**src/rtl/spdif_rx_decoder.sv**
```systemverilog
// Biphase-mark S/PDIF subframe decoder: recovers L/R 24-bit samples, block start and error flags.
// Optional channel-status capture is built when SPDIF_RX_CSTAT_EN is defined.
module spdif_rx_decoder (
  input  logic        clk,
  input  logic        reset_n,
  input  logic        serialin,
  output logic [0:23] ldataout,
  output logic [0:23] rdataout,
  output logic        datavalid,
  output logic        blockstart,
  output logic        lparerr,
  output logic        rparerr,
  output logic        locked,
  output logic        codeerr,
  output logic [0:191] cstatus,
  output logic        cstatvalid
);

  localparam logic [7:0] PRE_B = 8'b11101000;
  localparam logic [7:0] PRE_M = 8'b11100010;
  localparam logic [7:0] PRE_W = 8'b11100100;

  typedef enum logic [1:0] {HUNT = 2'd0, DATA = 2'd1, PRE = 2'd2} state_t;

  state_t      state_reg, state_next;
  logic        s0_reg;
  logic [7:0]  win_reg;
  logic [5:0]  cnt_reg, cnt_next;
  logic        right_reg, right_next;
  logic        lb_reg, lb_next;
  logic [26:0] sh_reg;
  logic [23:0] lsamp_reg;
  logic        lpe_reg;
  logic [7:0]  framecnt_reg;

  logic [7:0]  cur;
  logic        edge_ok, is_b, is_m, is_w;
  logic        bitv, viol, sub_done, frame_done, seq_err, pre_fail, lose;
  logic [27:0] word;
  logic [7:0]  idx;

  function automatic logic pmatch(input logic [7:0] w, input logic [7:0] p);
    return (w == p) || (w == ~p);
  endfunction

  // cur is the 8 newest half-cells, oldest in bit 7; win_reg[7] is the one before them
  always_comb begin
    cur        = {win_reg[6:0], s0_reg};
    edge_ok    = win_reg[7] ^ cur[7];
    is_b       = edge_ok && pmatch(cur, PRE_B);
    is_m       = edge_ok && pmatch(cur, PRE_M);
    is_w       = edge_ok && pmatch(cur, PRE_W);
    bitv       = win_reg[0] ^ s0_reg;
    word       = {sh_reg, bitv};
    viol       = (state_reg == DATA) && !cnt_reg[0] && (s0_reg == win_reg[0]);
    sub_done   = (state_reg == DATA) && (cnt_reg == 6'd55);
    frame_done = sub_done && right_reg;
    idx        = lb_reg ? 8'd0 : framecnt_reg + 8'd1;
    seq_err    = frame_done && locked &&
                 (lb_reg ? (framecnt_reg != 8'd191) : (framecnt_reg == 8'd191));
  end

  always_comb begin
    state_next = state_reg;
    cnt_next   = cnt_reg + 6'd1;
    right_next = right_reg;
    lb_next    = lb_reg;
    pre_fail   = 1'b0;
    case (state_reg)
      HUNT: begin
        cnt_next = '0;
        if (is_b || is_m) begin
          state_next = DATA;
          right_next = 1'b0;
          lb_next    = is_b;
        end
      end
      DATA: begin
        if (viol) begin
          state_next = HUNT;
          cnt_next   = '0;
        end else if (sub_done) begin
          state_next = PRE;
          cnt_next   = '0;
        end
      end
      PRE: begin
        if (cnt_reg == 6'd7) begin
          cnt_next = '0;
          if (!right_reg && is_w) begin
            state_next = DATA;
            right_next = 1'b1;
          end else if (right_reg && (is_b || is_m)) begin
            state_next = DATA;
            right_next = 1'b0;
            lb_next    = is_b;
          end else begin
            state_next = HUNT;
            pre_fail   = 1'b1;
          end
        end
      end
      default: begin
        state_next = HUNT;
        cnt_next   = '0;
      end
    endcase
    lose = viol || pre_fail;
  end

  always_ff @(posedge clk or negedge reset_n) begin
    if (!reset_n) begin
      s0_reg       <= 1'b0;
      win_reg      <= '0;
      state_reg    <= HUNT;
      cnt_reg      <= '0;
      right_reg    <= 1'b0;
      lb_reg       <= 1'b0;
      sh_reg       <= '0;
      lsamp_reg    <= '0;
      lpe_reg      <= 1'b0;
      framecnt_reg <= '0;
      ldataout     <= '0;
      rdataout     <= '0;
      datavalid    <= 1'b0;
      blockstart   <= 1'b0;
      lparerr      <= 1'b0;
      rparerr      <= 1'b0;
      locked       <= 1'b0;
      codeerr      <= 1'b0;
    end else begin
      s0_reg     <= serialin;
      win_reg    <= cur;
      state_reg  <= state_next;
      cnt_reg    <= cnt_next;
      right_reg  <= right_next;
      lb_reg     <= lb_next;
      datavalid  <= frame_done;
      blockstart <= frame_done && lb_reg;
      codeerr    <= lose || seq_err;
      if (state_reg == DATA && cnt_reg[0])
        sh_reg <= word[26:0];
      if (lose)
        locked <= 1'b0;
      else if (frame_done)
        locked <= 1'b1;
      if (sub_done && !right_reg) begin
        lsamp_reg <= word[27:4];
        lpe_reg   <= ^word;
      end
      // the pair is only published once the right subframe closes cleanly
      if (frame_done) begin
        ldataout     <= lsamp_reg;
        rdataout     <= word[27:4];
        lparerr      <= lpe_reg;
        rparerr      <= ^word;
        framecnt_reg <= idx;
      end
    end
  end

`ifdef SPDIF_RX_CSTAT_EN
  logic [0:191] acc_reg, acc_upd;
  logic         lc_reg, block_ok_reg;

  always_comb begin
    acc_upd = acc_reg;
    if (idx < 8'd192)
      acc_upd[idx] = lc_reg;
  end

  // block_ok_reg tracks an unbroken run of frames since the last B
  always_ff @(posedge clk or negedge reset_n) begin
    if (!reset_n) begin
      acc_reg      <= '0;
      lc_reg       <= 1'b0;
      block_ok_reg <= 1'b0;
      cstatus      <= '0;
      cstatvalid   <= 1'b0;
    end else begin
      cstatvalid <= 1'b0;
      if (sub_done && !right_reg)
        lc_reg <= word[1];
      if (lose) begin
        block_ok_reg <= 1'b0;
      end else if (frame_done) begin
        acc_reg <= acc_upd;
        if (lb_reg)
          block_ok_reg <= 1'b1;
        else if (seq_err)
          block_ok_reg <= 1'b0;
        if (idx == 8'd191 && block_ok_reg && locked) begin
          cstatus    <= acc_upd;
          cstatvalid <= 1'b1;
        end
      end
    end
  end
`else
  assign cstatus    = '0;
  assign cstatvalid = 1'b0;
`endif

endmodule

```
**config.mk**
```make
export PLATFORM = sky130hd
export DESIGN_NAME = spdif_rx_decoder
export DESIGN_NICKNAME = d
export VERILOG_FILES = /design/src/rtl/spdif_rx_decoder.sv
export SDC_FILE = /design/constraint.sdc
export NUM_CORES = 1
export LEC_CHECK = 0
export BUFFER_PORTS_ARGS = -buffer_cell sky130_fd_sc_hd__buf_2
export CAP_MARGIN = 5
export CORE_ASPECT_RATIO = 1.5
export CORE_MARGIN = 4
export CORE_UTILIZATION = 35
export CTS_CLUSTER_DIAMETER = 30
export CTS_CLUSTER_SIZE = 14
export DETAILED_ROUTE_END_ITERATION = 16
export RECOVER_POWER = 50
export SETUP_SLACK_MARGIN = 0.02
export SYNTH_ARGS = -nofsm -noshare
export SYNTH_HDL_FRONTEND = slang
export SYNTH_SLANG_ARGS = --single-unit
export TNS_END_PERCENT = 1
```
**constraint.sdc**
```tcl
create_clock -name clk -period 2 [get_ports clk]
set_input_delay 0.2 -clock clk [delete_from_list [all_inputs] [get_ports clk]]
set_output_delay 0.2 -clock clk [all_outputs]
set_load 0.05 [all_outputs]
```
==> results by group <==
Logic synthesis
  – Async S/R FF share, synth: 100.0%
  – Cell taking the most area after synthesis: dfrtp_1
  – Synth top area share: 47.65%
  – Post-synth EDFFs: 0
  – Synth unique cells: 39
  – Avg Inst Size Synth: 10.09 um2
  – #FFs+latches synth: 133
  – Sequential area share after synthesis: 47.65%
  – Mapped Area: 6984 um2
  – Post-synthesis cell count: 692
  – YS warnings: 0
  – Largest cells by area after synthesis: dfrtp_1 (48%), buf_4 (21%), nand2_1 (8.9%)
  – Primary FF master, synth: dfrtp_1

Final layout
  – Commonest non-fill, non-tap cell in the layout: conb_1
  – Most frequent cells in the layout: conb_1 (193), nand2_1 (165), dfrtp_1 (133)
  – Largest register FFs: 27
  – Final net count: 779
  – Area Growth Syn to Fin: 8.294%
  – Final Util: 38.38%
  – Design Area, Final: 7564 um2
  – Fin cells: 1039
  – Layout cells sized above 1: 19.00%
  – Diode count: 0

Floorplanning
  – Overall die area: 22330 um2
  – Die Wd: 123.3 um
  – Std cell rows: 63
  – Initial core utilization: 35.44%
  – Core Area: 19710 um2
  – I/O pin total: 250
  – Die Y: 181.0 um

Drt
  – Final WL: 12.92 mm
  – Drt initial violations: 137
  – DR pass1 iterations: 4
  – DRC violations left: 0
  – Vias: 4184
  – WL/cell: 12.44 um
  – Post-route ant nets: 0
  – Vias per cell: 4.027

Critical path
  – R2R Path End: codeerr
  – CP required: 2.30 ns
  – Worst path max stage delay: 0.34 ns
  – Critical-path top delay cell: dfrtp_1
  – Buffers & Inverters on Critical Path: 1
  – CP cell instances: clkbuf_1, ha_1, nor3b_1, a22oi_1, a31oi_2, a21oi_1, a32o_2, a31o_1
  – Critical path arrival: 2.21 ns
  – Worst-path fanout max: 3
  – Critical path type: reg -> reg
  – CP Launch Type: register
  – Worst R2R Path Depth: 8
  – Delay-heaviest family, CP: compound AO/OA/AOI/OAI gates
  – FF-to-FF setup slack: 0.09 ns
  – Setup crit end kind: register
  – Reg2Reg Launch Point: win_reg[0]

Timing
  – Slew Viols, Final: 0
  – Fin crit share: 95.44%
  – Max Freq: 523.9 MHz
  – Worst Clk Skew: 0.009196 ns
  – Slew @ Worst Pin: 1.205 ns
  – Final setup fails: 0
  – Fin crit period: 1.909 ns
  – Final Hold Violating Endpoints: 0
  – Slew margin rel.: 19.67%

Clock network
  – CTS tree: built
  – Htree depth: 4
  – Post-CTS setup buffer count: 0
  – CTS Sinks: 133
  – CTS root buf: clkbuf_16
  – Worst skew pair latency: 0.42 ns
  – CTS Buffer Depth: 2
  – Num CTS Buffers: 17
  – Worst-path clk slew: 0.06 ns

Place
  – Dpl cells: 1005
  – DP Wirelength: 9.122 mm
  – Placement Cell Area: 6960 um2
  – Input/output buffers: 56
  – GPL Wtd Cong: 0.7336

GRT
  – Initial antenna violation count: 0
  – Number of global-route vias before repair: 3974
  – Global Route met3 Usage: 2.599%
  – Gr ovfl total: 0
  – Met1 Track Usage GR: 12.74%
  – Met2 GRT Util: 21.44%
  – Most Crowded Layer GR: met2
  – First-pass GRT wire length: 20.50 mm
  – Largest net degree at the start of global routing: 48
  – Global-route usage over all layers: 11.74%

Hold path
  – Hold Crit Start: win_reg[3]
  – Hold endpoint: win_reg[4]
  – Hold-critical path depth: 0
  – Hold Path Class: reg -> reg

Power
  – Peak supply drop: 0.0004743 V
  – Leak Pwr: 4.160 nW
  – Power per standard cell area: 975.4 nW/um2
  – Total power draw: 7.378 mW

Flow run
  – Max_cap viols: 0

Outcome
  – Status: complete, no violations
power breakdown:
group | leakage [nW] | switching, mW | internal (mW)
Clock | 0.291 | 1.24 | 1.86
Sequential | 1.83 | 0.0756 | 2.76
Combinational | 2.04 | 1.15 | 0.280
cell usage after synthesis (2+ instances only):
library cell  instances
nor3b_1               2
inv_1                 8
nand2_1             165
buf_4               193
a31oi_1               2
mux2_2               53
a21oi_1               7
clkbuf_1              9
a21o_1                4
o31ai_1               2
dfrtp_1             133
xor2_1                6
nor2b_1               2
buf_1                 2
nor2_1               11
and3_1                4
nor3_1                8
buf_2                 5
o21a_1                3
nand3_1              10
or2_2                 2
o21ai_0               9
ha_1                 10
xnor2_1              27
layer usage:
| metal | part of all wire, % | vias up |
|---|---|---|
| li1 | - | 1975 |
| met3 | 7.0 | 10 |
| met1 | 39 | 2008 |
| met2 | 52 | 191 |
| met4 | 1.8 | 0 |
| met5 | 0 | - |
final cells by class:
cell class                 count  area [um2]
tap                          260       325.3
multi-input combinational    532        2849
clock inverter                15       167.7
fill                        1982       12140
clock buffer                  17       425.4
timing repair buffer          73       434.2
sequential                   133        3328
inverter                       9       33.78
metrics by stage:
stage,hold WS (ns),setup WS [ns],TNS [ns]
final,0.4258,0.09122,0
after global routing,0.4299,-0.03015,-0.05106
after CTS,0.3507,0.04119,0
after detailed placement,0.2540,0.07265,0
after global placement,0.2511,0.1051,0
after floorplan,-0.09559,0.1485,0
cell families after synthesis:
family | after synthesis | share of synthesized area, %
XOR/XNOR | 33 | 4.138
multiplexers | 53 | 8.545
buffers and inverters | 219 | 22.25
AND/OR/NAND/NOR | 210 | 12.56
adder cells (fa/ha/maj) | 10 | 1.791
flip-flops | 133 | 47.65
other | 1 | 0.05369
AO/OA/AOI/OAI | 33 | 3.010
worst reg2reg max path, stage by stage, from the launching register on:
cell and delay (ns):
dfrtp_1 0.34, clkbuf_1 0.15, ha_1 0.15, nor3b_1 0.19, a22oi_1 0.14, a31oi_2 0.23
a21oi_1 0.12, a32o_2 0.29, a31o_1 0.18
worst max-delay path by stage:
stage,from,end,slack (ns),depth (start not counted)
floorplan,s0_reg,lpe_reg,0.15,8
global placement,win_reg[6],codeerr,0.11,6
detailed placement,win_reg[6],codeerr,0.07,6
CTS,s0_reg,lpe_reg,0.04,8
global route,s0_reg,codeerr,-0.03,8
finish,win_reg[0],codeerr,0.09,8
repair_timing:
| action | CTS | global route |
|---|---|---|
| endpoints found under the setup margin | 0 | 28 |
| hold endpoints to repair | 43 | 0 |
| hold buffers | 2 | 0 |
| resized for setup | 0 | 5 |
(Power assumes the default switching activity.)
